### src/rtl/duel_round_ctrl_if.sv
// Signal bundle between the duel round controller (master) and the buttons,
// question DB, answer checker and display (slave).
interface duel_round_ctrl_if #(
    parameter int HP_W  = 2,
    parameter int NUM_W = 4,
    parameter int SEC_W = 6
);
    // Every control line is a single-cycle pulse: start, sub1, sub2 and
    // chk_done from the slave; chk_req and q_load from the master.
    // A pulse means "act now", and no acknowledge is returned.
    // chk_ok qualifies chk_done. chk_sel stays stable for the whole CHECK state.
    logic             start;
    logic             sub1;
    logic             sub2;
    logic             chk_done;
    logic             chk_ok;
    logic             chk_req;
    logic             chk_sel;
    logic             q_load;
    logic [NUM_W-1:0] q_num;
    logic [2:0]       state;
    logic [HP_W-1:0]  hp1;
    logic [HP_W-1:0]  hp2;
    logic [SEC_W-1:0] sec_left;
    logic             lock1;
    logic             lock2;
    logic [1:0]       winner;

    modport master (
        input  start, sub1, sub2, chk_done, chk_ok,
        output chk_req, chk_sel, q_load, q_num, state,
               hp1, hp2, sec_left, lock1, lock2, winner
    );

    modport slave (
        output start, sub1, sub2, chk_done, chk_ok,
        input  chk_req, chk_sel, q_load, q_num, state,
               hp1, hp2, sec_left, lock1, lock2, winner
    );
endinterface

### src/rtl/duel_round_ctrl.sv
// Round sequencer and checker arbiter for the two-player factorization duel.
// Optional macro DUEL_PENALTY_EN: a wrong answer also costs the submitter one HP.
module duel_round_ctrl #(
    parameter int HP_INIT   = 3,
    parameter int HP_W      = 2,
    parameter int NUM_W     = 4,
    parameter int TICK_DIV  = 50_000_000,
    parameter int ROUND_SEC = 30,
    parameter int SEC_W     = 6,
    parameter int HOLD_CYC  = 100_000_000
) (
    input  logic                clk,
    input  logic                rst,
    duel_round_ctrl_if.master   bus
);

    localparam int PW = (TICK_DIV > 1) ? $clog2(TICK_DIV) : 1;
    localparam int HW = (HOLD_CYC > 1) ? $clog2(HOLD_CYC) : 1;
    localparam logic [PW-1:0]    PRESC_LAST = PW'(TICK_DIV - 1);
    localparam logic [HW-1:0]    HOLD_LAST  = HW'(HOLD_CYC - 1);
    localparam logic [HP_W-1:0]  HP_FULL    = HP_W'(HP_INIT);
    localparam logic [SEC_W-1:0] SEC_FULL   = SEC_W'(ROUND_SEC);

    typedef enum logic [2:0] {
        S_IDLE   = 3'd0,
        S_LOAD   = 3'd1,
        S_PLAY   = 3'd2,
        S_CHECK  = 3'd3,
        S_RESULT = 3'd4,
        S_OVER   = 3'd5
    } state_e;

    state_e           state_q, state_d;
    logic [HP_W-1:0]  hp1_q, hp1_d, hp2_q, hp2_d;
    logic [NUM_W-1:0] q_num_q, q_num_d;
    logic [SEC_W-1:0] sec_q, sec_d;
    logic [PW-1:0]    presc_q, presc_d;
    logic [HW-1:0]    hold_q, hold_d;
    logic             lock1_q, lock1_d, lock2_q, lock2_d;
    logic [1:0]       winner_q, winner_d;
    logic             prio_q, prio_d;
    logic             chk_sel_q, chk_sel_d;
    logic             chk_req_q, chk_req_d;

    logic req1, req2, grant, grant_p2, tick, timeout, verdict, start_ok;
    logic hold_done, other_locked, penalty_kill;

    function automatic logic [HP_W-1:0] dec_sat(input logic [HP_W-1:0] v);
        return (v == '0) ? v : v - 1'b1;
    endfunction

    // Shared decode used by both the next-state and the datapath logic.
    always_comb begin
        req1         = bus.sub1 && !lock1_q;
        req2         = bus.sub2 && !lock2_q;
        grant        = (state_q == S_PLAY) && (req1 || req2);
        grant_p2     = req2 && (!req1 || prio_q);
        tick         = (state_q == S_PLAY) && (presc_q == PRESC_LAST);
        timeout      = tick && (sec_q == SEC_W'(1)) && !grant;
        verdict      = (state_q == S_CHECK) && bus.chk_done;
        start_ok     = ((state_q == S_IDLE) || (state_q == S_OVER)) && bus.start;
        hold_done    = (hold_q == HOLD_LAST);
        other_locked = chk_sel_q ? lock1_q : lock2_q;
`ifdef DUEL_PENALTY_EN
        penalty_kill = chk_sel_q ? (hp2_q <= HP_W'(1)) : (hp1_q <= HP_W'(1));
`else
        penalty_kill = 1'b0;
`endif
    end

    // State register
    always_ff @(posedge clk or posedge rst) begin
        if (rst) state_q <= S_IDLE;
        else     state_q <= state_d;
    end

    // Next-state logic
    always_comb begin
        state_d = state_q;
        case (state_q)
            S_IDLE, S_OVER: if (start_ok) state_d = S_LOAD;
            S_LOAD:         state_d = S_PLAY;
            S_PLAY: begin
                if (grant)        state_d = S_CHECK;
                else if (timeout) state_d = S_RESULT;
            end
            S_CHECK: begin
                if (verdict) begin
                    if (bus.chk_ok || penalty_kill || other_locked) state_d = S_RESULT;
                    else                                             state_d = S_PLAY;
                end
            end
            S_RESULT: begin
                if (hold_done) state_d = ((hp1_q == '0) || (hp2_q == '0)) ? S_OVER : S_LOAD;
            end
            default:        state_d = S_IDLE;
        endcase
    end

    // Output logic
    always_comb begin
        bus.state    = state_q;
        bus.q_load   = (state_q == S_LOAD);
        bus.q_num    = q_num_q;
        bus.chk_req  = chk_req_q;
        bus.chk_sel  = chk_sel_q;
        bus.hp1      = hp1_q;
        bus.hp2      = hp2_q;
        bus.sec_left = sec_q;
        bus.lock1    = lock1_q;
        bus.lock2    = lock2_q;
        bus.winner   = winner_q;
    end

    // Datapath next values; CHECK leaves prescaler and seconds untouched.
    always_comb begin
        hp1_d     = hp1_q;
        hp2_d     = hp2_q;
        q_num_d   = q_num_q;
        sec_d     = sec_q;
        presc_d   = presc_q;
        lock1_d   = lock1_q;
        lock2_d   = lock2_q;
        winner_d  = winner_q;
        prio_d    = prio_q;
        chk_sel_d = chk_sel_q;
        chk_req_d = grant;
        hold_d    = ((state_q == S_RESULT) && !hold_done) ? hold_q + 1'b1 : '0;

        if (start_ok) begin
            hp1_d    = HP_FULL;
            hp2_d    = HP_FULL;
            winner_d = 2'b00;
        end

        if (state_q == S_LOAD) begin
            q_num_d = q_num_q + 1'b1;
            lock1_d = 1'b0;
            lock2_d = 1'b0;
            sec_d   = SEC_FULL;
            presc_d = '0;
        end

        if (state_q == S_PLAY) begin
            presc_d = tick ? '0 : presc_q + 1'b1;
            // A grant in the same cycle swallows the second tick.
            if (tick && !grant) sec_d = sec_q - 1'b1;
            if (timeout) begin
                hp1_d = dec_sat(hp1_q);
                hp2_d = dec_sat(hp2_q);
            end
            if (grant) begin
                chk_sel_d = grant_p2;
                prio_d    = ~prio_q;
            end
        end

        if (verdict) begin
            if (bus.chk_ok) begin
                if (chk_sel_q) hp1_d = dec_sat(hp1_q);
                else           hp2_d = dec_sat(hp2_q);
            end else begin
                if (chk_sel_q) lock2_d = 1'b1;
                else           lock1_d = 1'b1;
`ifdef DUEL_PENALTY_EN
                if (chk_sel_q) hp2_d = dec_sat(hp2_q);
                else           hp1_d = dec_sat(hp1_q);
`endif
            end
        end

        if ((state_q == S_RESULT) && hold_done) begin
            if ((hp1_q == '0) && (hp2_q == '0)) winner_d = 2'b11;
            else if (hp2_q == '0)               winner_d = 2'b01;
            else if (hp1_q == '0)               winner_d = 2'b10;
        end
    end

    always_ff @(posedge clk or posedge rst) begin
        if (rst) begin
            hp1_q     <= '0;
            hp2_q     <= '0;
            q_num_q   <= '0;
            sec_q     <= '0;
            presc_q   <= '0;
            hold_q    <= '0;
            lock1_q   <= 1'b0;
            lock2_q   <= 1'b0;
            winner_q  <= 2'b00;
            prio_q    <= 1'b0;
            chk_sel_q <= 1'b0;
            chk_req_q <= 1'b0;
        end else begin
            hp1_q     <= hp1_d;
            hp2_q     <= hp2_d;
            q_num_q   <= q_num_d;
            sec_q     <= sec_d;
            presc_q   <= presc_d;
            hold_q    <= hold_d;
            lock1_q   <= lock1_d;
            lock2_q   <= lock2_d;
            winner_q  <= winner_d;
            prio_q    <= prio_d;
            chk_sel_q <= chk_sel_d;
            chk_req_q <= chk_req_d;
        end
    end

endmodule

### src/flat_wrapper.sv
// flat-port wrapper written by rule: the top's interface ports become plain ports
module duel_round_ctrl_flat 
#(
    parameter int HP_INIT   = 3,
    parameter int HP_W      = 2,
    parameter int NUM_W     = 4,
    parameter int TICK_DIV  = 50_000_000,
    parameter int ROUND_SEC = 30,
    parameter int SEC_W     = 6,
    parameter int HOLD_CYC  = 100_000_000
)
  (clk, rst, bus_start, bus_sub1, bus_sub2, bus_chk_done, bus_chk_ok, bus_chk_req, bus_chk_sel, bus_q_load, bus_q_num, bus_state, bus_hp1, bus_hp2, bus_sec_left, bus_lock1, bus_lock2, bus_winner);
  duel_round_ctrl_if #(.HP_W(HP_W), .NUM_W(NUM_W), .SEC_W(SEC_W)) bus_i ();
  input  logic clk;
  input  logic rst;
  input wire logic [$bits(bus_i.start)-1:0] bus_start;
  input wire logic [$bits(bus_i.sub1)-1:0] bus_sub1;
  input wire logic [$bits(bus_i.sub2)-1:0] bus_sub2;
  input wire logic [$bits(bus_i.chk_done)-1:0] bus_chk_done;
  input wire logic [$bits(bus_i.chk_ok)-1:0] bus_chk_ok;
  output wire logic [$bits(bus_i.chk_req)-1:0] bus_chk_req;
  output wire logic [$bits(bus_i.chk_sel)-1:0] bus_chk_sel;
  output wire logic [$bits(bus_i.q_load)-1:0] bus_q_load;
  output wire logic [$bits(bus_i.q_num)-1:0] bus_q_num;
  output wire logic [$bits(bus_i.state)-1:0] bus_state;
  output wire logic [$bits(bus_i.hp1)-1:0] bus_hp1;
  output wire logic [$bits(bus_i.hp2)-1:0] bus_hp2;
  output wire logic [$bits(bus_i.sec_left)-1:0] bus_sec_left;
  output wire logic [$bits(bus_i.lock1)-1:0] bus_lock1;
  output wire logic [$bits(bus_i.lock2)-1:0] bus_lock2;
  output wire logic [$bits(bus_i.winner)-1:0] bus_winner;
  assign bus_i.start = bus_start;
  assign bus_i.sub1 = bus_sub1;
  assign bus_i.sub2 = bus_sub2;
  assign bus_i.chk_done = bus_chk_done;
  assign bus_i.chk_ok = bus_chk_ok;
  assign bus_chk_req = bus_i.chk_req;
  assign bus_chk_sel = bus_i.chk_sel;
  assign bus_q_load = bus_i.q_load;
  assign bus_q_num = bus_i.q_num;
  assign bus_state = bus_i.state;
  assign bus_hp1 = bus_i.hp1;
  assign bus_hp2 = bus_i.hp2;
  assign bus_sec_left = bus_i.sec_left;
  assign bus_lock1 = bus_i.lock1;
  assign bus_lock2 = bus_i.lock2;
  assign bus_winner = bus_i.winner;
  duel_round_ctrl #(.HP_INIT(HP_INIT), .HP_W(HP_W), .NUM_W(NUM_W), .TICK_DIV(TICK_DIV), .ROUND_SEC(ROUND_SEC), .SEC_W(SEC_W), .HOLD_CYC(HOLD_CYC)) u_core (.clk(clk), .rst(rst), .bus(bus_i));
endmodule
### config.mk
export PLATFORM = sky130hd
export DESIGN_NAME = duel_round_ctrl_flat
export DESIGN_NICKNAME = d
export VERILOG_FILES = /design/src/rtl/duel_round_ctrl_if.sv /design/src/rtl/duel_round_ctrl.sv /design/src/flat_wrapper.sv
export SDC_FILE = /design/constraint.sdc
export NUM_CORES = 1
export LEC_CHECK = 0
export ABC_CLOCK_PERIOD_IN_PS = 3300
export BUFFER_PORTS_ARGS = -buffer_cell sky130_fd_sc_hd__buf_2
export CAP_MARGIN = 25
export CORE_MARGIN = 2
export CORE_UTILIZATION = 65
export DETAILED_ROUTE_END_ITERATION = 7
export HOLD_SLACK_MARGIN = 0.15
export PLACE_DENSITY_LB_ADDON = 0.12
export SLEW_MARGIN = 20
export SYNTH_ARGS = -nofsm -noshare
export SYNTH_HDL_FRONTEND = slang
export SYNTH_SLANG_ARGS = --single-unit
### constraint.sdc
create_clock -name clk -period 3.3 [get_ports clk]
set_input_delay 0.33 -clock clk [delete_from_list [all_inputs] [get_ports clk]]
set_output_delay 0.33 -clock clk [all_outputs]
set_load 0.1 [all_outputs]
==> results.yml <==
power_and_ir_drop:
  comb_power_share_pct: 45.2
  intPower_w: 0.001869
  p_switching_w: 0.001791
  netSwitchingFraction_pct: 48.92
  peakVddDrop_mv: 0.9728
  pwr-share-seq_pct: 33.5
  power_density_mw_per_mm2: 791.6
  p_leak_nw: 1.961
  clockPowerShare_pct: 21.2
die:
  initial_core_util_pct: 66.85
  die-area_mm2: 0.007153
  fp.dieW_um: 84.58
  die_h_um: 84.58
  core_mm2: 0.006314
  rows: 29
  io_pins: 31
synthesis:
  synth-seq-area-share_pct: 45.66
  synth_top_area_cell: "dfrtp_1"
  yosysMostFrequentCell: "dfrtp_1"
  syn_nets: 458
  synthTopCellsByArea: "dfrtp_1 46%, nor2_1 4.4%, xnor2_1 4.4%, nand3_1 3.6%, nand2_1 2.7%"
  postSynthCellCount: 446
  avgSynthCellArea_um2: 9.463
  ys_seq_elements: 77
  synth_top_flop_cell: "dfrtp_1"
  synth_common_cells: "77 x dfrtp_1, 50 x nor2_1, 30 x nand2_1, 30 x nand3_1, 22 x o21ai_0"
  synth_top_cell_area_share_pct: 45.66
  yosysWarnings: 0
  synth-edff-count: 0
  synth_cell_type_count: 64
  syn_area_mm2: 0.004220
  async_flop_share_pct: 100.0
critical_path:
  worst-path-buf-inv: 2
  r2r-start: "u_core.bus.state[0]"
  reg2regPathDepth: 6
  end_kind: "output pin"
  critical_path_arrival_ns: 2.37
  cp_max_fo: 11
  r2r_slack_ns: 0.92
  path_common_cell: "nor2b_1"
  r2r-end: "u_core.presc_q[10]"
  cpMaxStageDelayCell: "dfrtp_1"
  crit_family: "simple AND/OR/NAND/NOR gates"
  cpPeakStageDelay_ns: 0.51
  crit_required_ns: 2.97
  worstSetupStartpointType: "flip-flop"
  worstSetupPathType: "flip-flop to output pin"
  crit_chain: "nor2b_1 > nor2b_1 > buf_4 > buf_2"
global_route:
  globalRoute.busiestLayer: "met2"
  antenna_found_initial: 0
  use_met2_pct: 40.23
  overflow: 0
  met3_usage_pct: 4.720
  grt_max_degree: 54
  grt_pass1_wl_mm: 15.29
  grt_pass1_vias: 3241
  grt_use_met1_pct: 37.61
  grt_use_total_pct: 26.47
detailed_routing:
  vias: 3387
  viasPerCell: 6.092
  wire_per_inst_um: 15.92
  drtPass1Iterations: 5
  ant_nets: 0
  routed_wl_mm: 8.854
  drc: 0
  drtIter0Drc: 211
final_layout:
  antennaDiodeCount: 0
  layout-drive-gt1-share_pct: 14.61
  finalNetCount: 487
  syn_to_final_growth_pct: 9.546
status:
  outcome: "finished, final reports clean"
hold_path:
  holdPathStages: 4
  hold_path.class: "input pin to flip-flop"
  hold_end: "u_core.bus.winner[1]"
  min-delay-start: "bus_start"
timing:
  totalNegativeSetupSlack_ns: 0
  fin_skew_ns: 0.01155
  hold-worst-slack_ns: 0.2909
  final_max_slew_viol_count: 0
  rsz0062_at_grt: "false"
  slew_headroom_pct: 42.90
  min_period_ns: 2.700
  fmax_mhz: 370.4
  finalSetupViolCount: 0
  fin_crit_sh_pct: 81.82
  hold_violations: 0
  worstMarginPinSlew_ns: 0.8565
cts:
  cts.repair.resized: 0
  cts_setup_buffers: 0
  insertion_delay_ns: 0.35
  htree_levels: 3
  numCtsBuffers: 9
  cts-root-buf: "clkbuf_8"
  clock_sinks: 77
  cts_buffer_depth: 2
  cts_tree: "done"
  clkTransAtPathRegs_ns: 0.09
placed_design:
  io_buffers: 30
  dpl.hpwl_mm: 6.035
  gp_congestion: 0.8626
flow_run:
  cap_viol_max_count: 0
==> cells by family after synthesis <==
logic type | synth area share (%)
fa+ha+maj | 1.482
buf+inv | 3.825
simple gates | 27.34
xor+xnor | 6.849
compound gates | 13.28
mux | 1.571
flops | 45.66
==> registers in the layout (all words and copies together), names as in the netlist, 2 cells and up <==
signal               count
u_core.bus.hp1           2
u_core.bus.hp2           2
u_core.bus.q_num         4
u_core.bus.sec_left      6
u_core.bus.state         3
u_core.bus.winner        2
u_core.hold_q           27
u_core.presc_q          26
==> routing by layer <==
metal | vias up | part of all wire (%)
li1 | 1652 | -
met1 | 1641 | 46
met2 | 76 | 48
met3 | 18 | 3.4
met4 | 0 | 2.0
met5 | - | 0
==> cell type report <==
cell class                 count  area, µm²
clock inverter                 6      88.84
tap                           77      96.34
clock buffer                   9      123.9
timing repair buffer          34      195.2
sequential                    77       1927
fill                         494       1690
multi-input combinational    337       2132
inverter                      16      60.06
==> worst max-delay path by stage <==
| stage | depth (start not counted) | startpoint | to | slack [ns] |
|---|---|---|---|---|
| 2_1_floorplan | 6 | u_core.bus.sec_left[0] | u_core.bus.state[0] | 0.60 |
| 3_3_place_gp | 5 | u_core.bus.state[1] | u_core.bus.hp1[0] | 1.07 |
| 4_1_cts | 4 | u_core.bus.state[0] | bus_q_load | 0.61 |
| 6_report | 4 | u_core.bus.state[0] | bus_q_load | 0.60 |
| 5_1_grt | 4 | u_core.bus.state[0] | bus_q_load | 0.41 |
| 3_5_place_dp | 6 | u_core.bus.state[0] | u_core.presc_q[10] | 0.97 |
==> placed cells by master, fill, tap and decap left out, types with 3 or more instances in the layout <==
cell	count
inv_1	15
clkbuf_8	9
ha_1	5
xnor2_1	21
nand2b_1	4
or3_1	4
nand2_1	30
a21o_1	14
a21oi_1	17
a22o_1	4
nor2_1	50
a31oi_1	3
and2_1	4
nor4b_1	3
nand3_1	30
and4_1	4
o21ai_0	22
o31ai_1	4
nor4_1	8
nor2b_1	5
dfrtp_1	77
nor3_1	21
xor2_1	12
and3_1	8
mux2i_1	4
nand4_1	16
buf_2	30
==> what timing repair did <==
item	4_1_cts	5_1_grt
setup endpoints to repair	0	0
endpoints found under the hold margin	24	0
hold buffers	1	0
==> worst reg2reg max path: stages (launching register included) <==
cell and delay, ns:
dfrtp_1 0.51, nor2b_1 0.41, nor2b_1 0.41, buf_4 0.25
or2b_1 0.30, o21ai_0 0.15, a22o_1 0.24
==> power by group through the flow <==
| stage | clock network [W] | registers, W | logic [W] |
|---|---|---|---|
| final | 0.000777 | 0.00123 | 0.00166 |
| after global routing | 0.000828 | 0.00125 | 0.00177 |
| after floorplan | 0 | 0.00187 | 0.000753 |
| after CTS | 0.000792 | 0.00122 | 0.00166 |
| after detailed placement | 0 | 0.00124 | 0.00165 |
| after global placement | 0 | 0.00123 | 0.00162 |
==> metrics by stage <==
stage | util (%) | area (µm²) | cells | setup slack [ns] | total power, W
after floorplan | - | 4220 | 446 | 0.5974 | 0.002625
after CTS | 73.23 | 4623 | 556 | 0.6136 | 0.003675
after global routing | 73.23 | 4623 | 556 | 0.4089 | 0.003849
after detailed placement | 69.70 | 4400 | 540 | 0.9658 | 0.002891
final | 73.23 | 4623 | 556 | 0.6001 | 0.003660
after global placement | 69.70 | 4400 | 540 | 1.071 | 0.002851
Note: power is estimated with default switching activity, not from simulation.
